**src/rtl/ex_branch_resolve.sv**
```systemverilog
// EX-stage branch resolution: evaluates the branch condition, compares it with the
// ID-stage prediction, and issues a one-cycle redirect/flush on a mispredict.
module ex_branch_resolve (
    input  logic        clk,
    input  logic        rst,
    input  logic        stallE,
    input  logic [4:0]  branch_judge_controlE,
    input  logic [31:0] pc_plus4E,
    input  logic [31:0] pcbranchE,
    input  logic        jump_conflictE,
    input  logic [31:0] rs_valueE,
    input  logic [31:0] rt_valueE,
    input  logic [31:0] pc_plus4D,
    output logic        predict_takenD,
    output logic        redirect_valid,
    output logic [31:0] redirect_pc,
    output logic        flushD_req,
    output logic        flushE_req,
    output logic [31:0] branch_cnt,
    output logic [31:0] mispredict_cnt
);

    typedef enum logic {
        IDLE     = 1'b0,
        REDIRECT = 1'b1
    } state_t;

    typedef enum logic [2:0] {
        C_BEQ    = 3'd0,
        C_BNE    = 3'd1,
        C_BGEZ   = 3'd2,
        C_BGTZ   = 3'd3,
        C_BLEZ   = 3'd4,
        C_BLTZ   = 3'd5,
        C_BGEZAL = 3'd6,
        C_BLTZAL = 3'd7
    } cond_t;

    state_t      state;
    logic [1:0]  bht [16];
    logic        taken;
    logic        resolve;
    logic        mispredict;
    logic        rs_zero;
    logic        rs_neg;
    logic [31:0] correct_pc;
    logic [3:0]  upd_idx;
    cond_t       cond;

    // Address bits outside the BHT index and the reserved control bit carry no meaning here.
    logic unused_bits;
    assign unused_bits = ^{pc_plus4D[31:6], pc_plus4D[1:0], pc_plus4E[1:0], branch_judge_controlE[3]};

    assign cond    = cond_t'(branch_judge_controlE[2:0]);
    assign rs_zero = (rs_valueE == 32'd0);
    assign rs_neg  = rs_valueE[31];
    assign upd_idx = pc_plus4E[5:2];

    always_comb begin
        taken = 1'b0;
        case (cond)
            C_BEQ:             taken = (rs_valueE == rt_valueE);
            C_BNE:             taken = (rs_valueE != rt_valueE);
            C_BGEZ, C_BGEZAL:  taken = !rs_neg;
            C_BGTZ:            taken = !rs_neg && !rs_zero;
            C_BLEZ:            taken = rs_neg || rs_zero;
            C_BLTZ, C_BLTZAL:  taken = rs_neg;
            default:           taken = 1'b0;
        endcase
    end

    // Instructions seen while redirecting are on the wrong path and never resolve.
    assign resolve    = !stallE && branch_judge_controlE[4] && (state == IDLE);
    assign mispredict = resolve && (taken != jump_conflictE);
    assign correct_pc = taken ? pcbranchE : (pc_plus4E + 32'd4);

    // Lookup reads the registered table, so a same-index update this cycle is seen next cycle.
    assign predict_takenD = bht[pc_plus4D[5:2]][1];

    // NOTE: sequential state uses non-blocking assignments so every flop samples
    // pre-edge values; blocking here would create order-dependent simulation.
    always_ff @(posedge clk) begin
        if (!rst) begin
            state          <= IDLE;
            redirect_valid <= 1'b0;
            flushD_req     <= 1'b0;
            flushE_req     <= 1'b0;
            redirect_pc    <= 32'd0;
        end else begin
            case (state)
                IDLE: begin
                    if (mispredict) begin
                        state          <= REDIRECT;
                        redirect_valid <= 1'b1;
                        flushD_req     <= 1'b1;
                        flushE_req     <= 1'b1;
                        redirect_pc    <= correct_pc;
                    end
                end
                REDIRECT: begin
                    state          <= IDLE;
                    redirect_valid <= 1'b0;
                    flushD_req     <= 1'b0;
                    flushE_req     <= 1'b0;
                end
                default: state <= IDLE;
            endcase
        end
    end

    always_ff @(posedge clk) begin
        if (!rst) begin
            branch_cnt     <= 32'd0;
            mispredict_cnt <= 32'd0;
        end else if (resolve) begin
            if (branch_cnt != 32'hFFFF_FFFF)
                branch_cnt <= branch_cnt + 32'd1;
            if (mispredict && (mispredict_cnt != 32'hFFFF_FFFF))
                mispredict_cnt <= mispredict_cnt + 32'd1;
        end
    end

    // NOTE: the BHT is a small flop array, not RAM, so it is reset to weakly-not-taken;
    // a macro RAM could not be cleared in one cycle like this.
    always_ff @(posedge clk) begin
        if (!rst) begin
            for (int i = 0; i < 16; i++)
                bht[i] <= 2'b01;
        end else if (resolve) begin
            if (taken && (bht[upd_idx] != 2'b11))
                bht[upd_idx] <= bht[upd_idx] + 2'b01;
            else if (!taken && (bht[upd_idx] != 2'b00))
                bht[upd_idx] <= bht[upd_idx] - 2'b01;
        end
    end

endmodule

```
**config.mk**
```make
export PLATFORM = sky130hd
export DESIGN_NAME = ex_branch_resolve
export DESIGN_NICKNAME = d
export VERILOG_FILES = /design/src/rtl/ex_branch_resolve.sv
export SDC_FILE = /design/constraint.sdc
export NUM_CORES = 1
export LEC_CHECK = 0
export BUFFER_PORTS_ARGS = -buffer_cell sky130_fd_sc_hd__buf_4
export CORE_MARGIN = 5
export CORE_UTILIZATION = 50
export CTS_BUF_LIST = sky130_fd_sc_hd__clkbuf_4 sky130_fd_sc_hd__clkbuf_8 sky130_fd_sc_hd__clkbuf_16
export DETAILED_ROUTE_END_ITERATION = 8
export PLACE_DENSITY = 0.92
export SLEW_MARGIN = 5
export SYNTH_ARGS = -nofsm -noshare
export SYNTH_HDL_FRONTEND = slang
export SYNTH_SLANG_ARGS = --single-unit
```
**constraint.sdc**
```tcl
create_clock -name clk -period 3.8 [get_ports clk]
set_input_delay 0.57 -clock clk [delete_from_list [all_inputs] [get_ports clk]]
set_output_delay 0.57 -clock clk [all_outputs]
set_load 0.05 [all_outputs]
```
# Yosys cells after proc, flatten, opt, wreduce, memory -nomap -nowiden
# Memory sizes are Yosys's and may differ from the RTL's.
# Cells that the tools add are included.
# classes
addsub	5
n_mux	20
bitwise_logic	2
eq_ne	14
n_reduce_logical	21
# ops
cell	count
32-bit by 1-bit adder with 32-bit output (second input constant)	2
32-bit inequality test (second input constant)	2
32-bit by 3-bit adder with 32-bit output (second input constant)	1
32-bit == test	1
32-bit zero test	1
32-bit 2-to-1 mux	1
32-bit inequality test	1
1-bit 2-to-1 mux	13
3-bit == test (second input constant)	4
1-bit logical AND	7
3-bit by 2-bit == test with 1-bit output (second input constant)	2
1-bit one-hot mux with 6 select lines	1
2-bit AND reduction	3
2-bit OR reduction	3
1-bit zero test	4
2-bit 2-to-1 mux	2
4-bit 2-to-1 mux	1
2-bit inequality test (second input constant)	2
1-bit one-hot mux with 2 select lines	2
3-bit by 1-bit == test with 1-bit output (second input constant)	1
3-bit zero test	1
2-bit by 1-bit adder with 2-bit output (second input constant)	1
2-bit nonzero test	1
2-bit by 1-bit subtractor with 2-bit output (second input constant)	1
4 further kinds	4
# word_totals
register_bits	98
memories	1
ramBits	32
in_bits	169
out_inout_bits	100
# memory_table
name	depth	word_bits	rd	rd_ports_with_merged_regs	write_ports	line	source
bht	16	2	2	0	16	40	logic [1:0] bht [16];

# Depth between registers and ports, before layout
# logic_depth
depth_word	14
ltp_mapped	12

# Worst setup path after synthesis
# Ideal clock, no wire load.
# synth_timing
path_type	input to register
start	in pc_plus4E[2]
end	mem bht[15][0] (enable)
t_required_ns	3.462
t_arrival_ns	2.601
setup_ns	0.338
path_slack_ns	0.862
n_path_buf	3
stages	9
cell_sequence	buf_6 > mux4_2 > and2_4 > or4_1 > buf_2 > nand2_2 > o22ai_4 > buf_6 > o31ai_1
# synth_lines
element	line	source
from (decl)	8	input logic [31:0] pc_plus4E,
to (decl)	40	

==> out/results.ini <==
[route]
drc = 0
routed_wl_um = 24300
antenna_left = 0
vias_per_cell = 5.89
drtIter0Drc = 637
num_vias = 7770
wl_per_cell_um = 18.5
dr.pass1.iters = 5

[global_routing]
grt_pass1_vias = 7540
grt_pass1_wl_um = 38600
grt_max_degree = 82
grt-ovfl-total = 0
grt_antenna_before_repair = 0
track_usage_pct = 26.4

[synthesis]
postSynth.asyncResetShare_pct = 0
ys_ff_latch = 130
yosysSeqAreaShare_pct = 37.5
yosys_warnings = 0
synth.cell_area_mm2 = 0.00779
synth_top_area_share_pct = 25.2
synthAdderAreaFrac_pct = 0.964
synth-main-ff-cell = dfxtp_1
synth.distinct_cells = 67
synth.most_common_cell = dfxtp_1
yosys.area_share.simple_pct = 27.3
synth_compound_area_share_pct = 13.4
synth_area_leaders = dfxtp_1 (25%), edfxtp_1 (12%), xor2_1 (6.3%)
syn_inst = 873
synth_edf_count = 32
synth.avg_cell_area_um2 = 8.92
synthMuxAreaShare_pct = 7.02
ys_top_cells_by_count = dfxtp_1 (98), nand2_1 (87), nand3_1 (58)
synth_top_cell_by_area = dfxtp_1
synth_xor_area_share_pct = 9.22
syn_nets = 1048
synth_top_family_by_area = simple AND/OR/NAND/NOR gates

[timing]
min_period_ns = 3.04
timing.final.crit_share_pct = 80.1
slew_violations = 0
rsz0062_at_grt = no
setup_slack_ns = 0.756
finClkSkew_ns = 0.00752
slew_headroom_pct = 47.4
setup_viol = 0
worst_pin_slew_ns = 0.789
fmaxAchievable_mhz = 328
timing.setup.tns_ns = 0
hold_viol_final = 0

[die]
die_width_um = 135
dieHeight_um = 135
die-area_mm2 = 0.0182
top_level_ports = 269
core_area_mm2 = 0.0153
row_count = 45
start_util_pct = 51.0

[cts]
cts.sinks = 130
clk_path_buf_depth = 2
insertion_delay_ns = 0.42
clk_pin_slew_ns = 0.06
ctsRootBufferMaster = clkbuf_16
cts_resized = 0
ctsHoldBuffers = 0
cts_buffers = 17
cts-htree-levels = 4
tritoncts = done
post-cts-setup-buffers = 0

[placement]
dp_hpwl_um = 18400
place.gp.congestion = 0.931
numPortBuffers = 239
dpl_cell_area_mm2 = 0.00971
preCtsSetupSlack_ns = 0.387

[setup_path]
crit_fanout = 14
rrSetupSlack_ns = 0.85
r2r_start = bht[1][0]
crit_end = bht[10][0]
ff2ff_path_depth = 7
crit_start = pc_plus4E[2]
critical_path_required_ns = 3.92
startpoint_type = input pin
criticalPathCategory = input pin to flop
endpoint_kind = flop
r2r-end = bht[10][0]
cp_data_arrival_time_ns = 3.17

[layout]
layout.nets = 1270
diodes = 0
design_area_mm2 = 0.0103
area_growth_pct = 32.2
drive_gt1_share_pct = 30.0

[pwr]
p_leak_nw = 4.09
vdd_drop_max_uv = 349
p_per_area_mw_per_mm2 = 360

[flow_run]
maxCapViolCount = 0

[min_path]
hold_path_class = input pin to flop

[status]
outcome = finished, final reports clean

==> cell usage in the layout, fill, tap and decap left out, types with 18 or more instances in the layout <==
cell / n
buf_4: 258
dfxtp_1: 98
nand2_1: 87
nand3_1: 58
xor2_1: 56
nor2_1: 49
nand4_1: 43
edfxtp_1: 32
o21ai_0: 31
a21oi_1: 27
nor4_1: 26
nand2b_1: 26
xnor2_1: 26
mux2i_1: 22
inv_1: 18
clkbuf_16: 18
==> critical path: stages <==
cell and delay (ns):
buf_4 0.23, mux4_2 0.59, and2_1 0.23, or4_1 0.59, buf_4 0.18, nand2_2 0.10
o22a_1 0.45, nand4_1 0.20
==> cell type report <==
class,instances,area [µm²]
well taps,211,264
flip-flops and latches,130,2920
clock buffers,19,464
repair buffers,258,1940
multi-input cells,669,4510
fillers,1211,4970
clock inverters,13,123
inverters,19,71.3
==> worst min-delay path by stage <==
stage	start	endpoint	slack [ns]	cells past startpoint
2_1_floorplan	state	flushE_req	0.49	2
3_3_place_gp	redirect_pc[12]	redirect_pc[12]	0.44	2
3_5_place_dp	redirect_pc[9]	redirect_pc[9]	0.45	1
4_1_cts	pcbranchE[6]	redirect_pc[6]	0.45	3
5_1_grt	pcbranchE[6]	redirect_pc[6]	0.47	3
6_report	pcbranchE[8]	redirect_pc[8]	0.45	3
==> cells by family after synthesis <==
group | after synthesis
AO/OA/AOI/OAI | 148
XOR/XNOR | 82
adder cells (fa/ha/maj) | 6
buffers and inverters | 74
flip-flops | 130
multiplexers | 37
AND/OR/NAND/NOR | 396
==> power by group <==
| part | leakage (nW) | internal (mW) | switching, mW |
|---|---|---|---|
| combinational | 2.73 | 0.252 | 0.373 |
| clock | 0.289 | 0.963 | 0.647 |
| sequential | 1.07 | 1.45 | 0.0196 |
| total | 4.09 | 2.66 | 1.04 |
==> per-layer routing <==
| metal | up-vias | global-route usage (%) | share of wire (%) |
|---|---|---|---|
| li1 | 3665 | - | - |
| met1 | 3636 | 34.0 | 40 |
| met2 | 418 | 43.5 | 48 |
| met3 | 51 | 6.97 | 9.1 |
| met4 | 0 | 8.26 | 2.4 |
| met5 | - | 0 | 0 |
==> per-stage QoR <==
| stage | std cells | power (mW) | hold WS, ns | utilization, % |
|---|---|---|---|---|
| 2_1_floorplan | 873 | 1.86 | 0.492 | - |
| 3_3_place_gp | 1287 | 2.10 | 0.444 | 63.6 |
| 3_5_place_dp | 1287 | 2.11 | 0.448 | 63.6 |
| 4_1_cts | 1319 | 3.70 | 0.445 | 67.5 |
| 5_1_grt | 1319 | 3.82 | 0.473 | 67.5 |
| 6_report | 1319 | 3.70 | 0.453 | 67.5 |
==> state kept, by name, summed over array words and instances (netlist names) <==
signal          count
mispredict_cnt     32
state               1
flushE_req          1
bht                32
branch_cnt         32
redirect_pc        32
No activity file was read; power rests on OpenSTA's default activity.
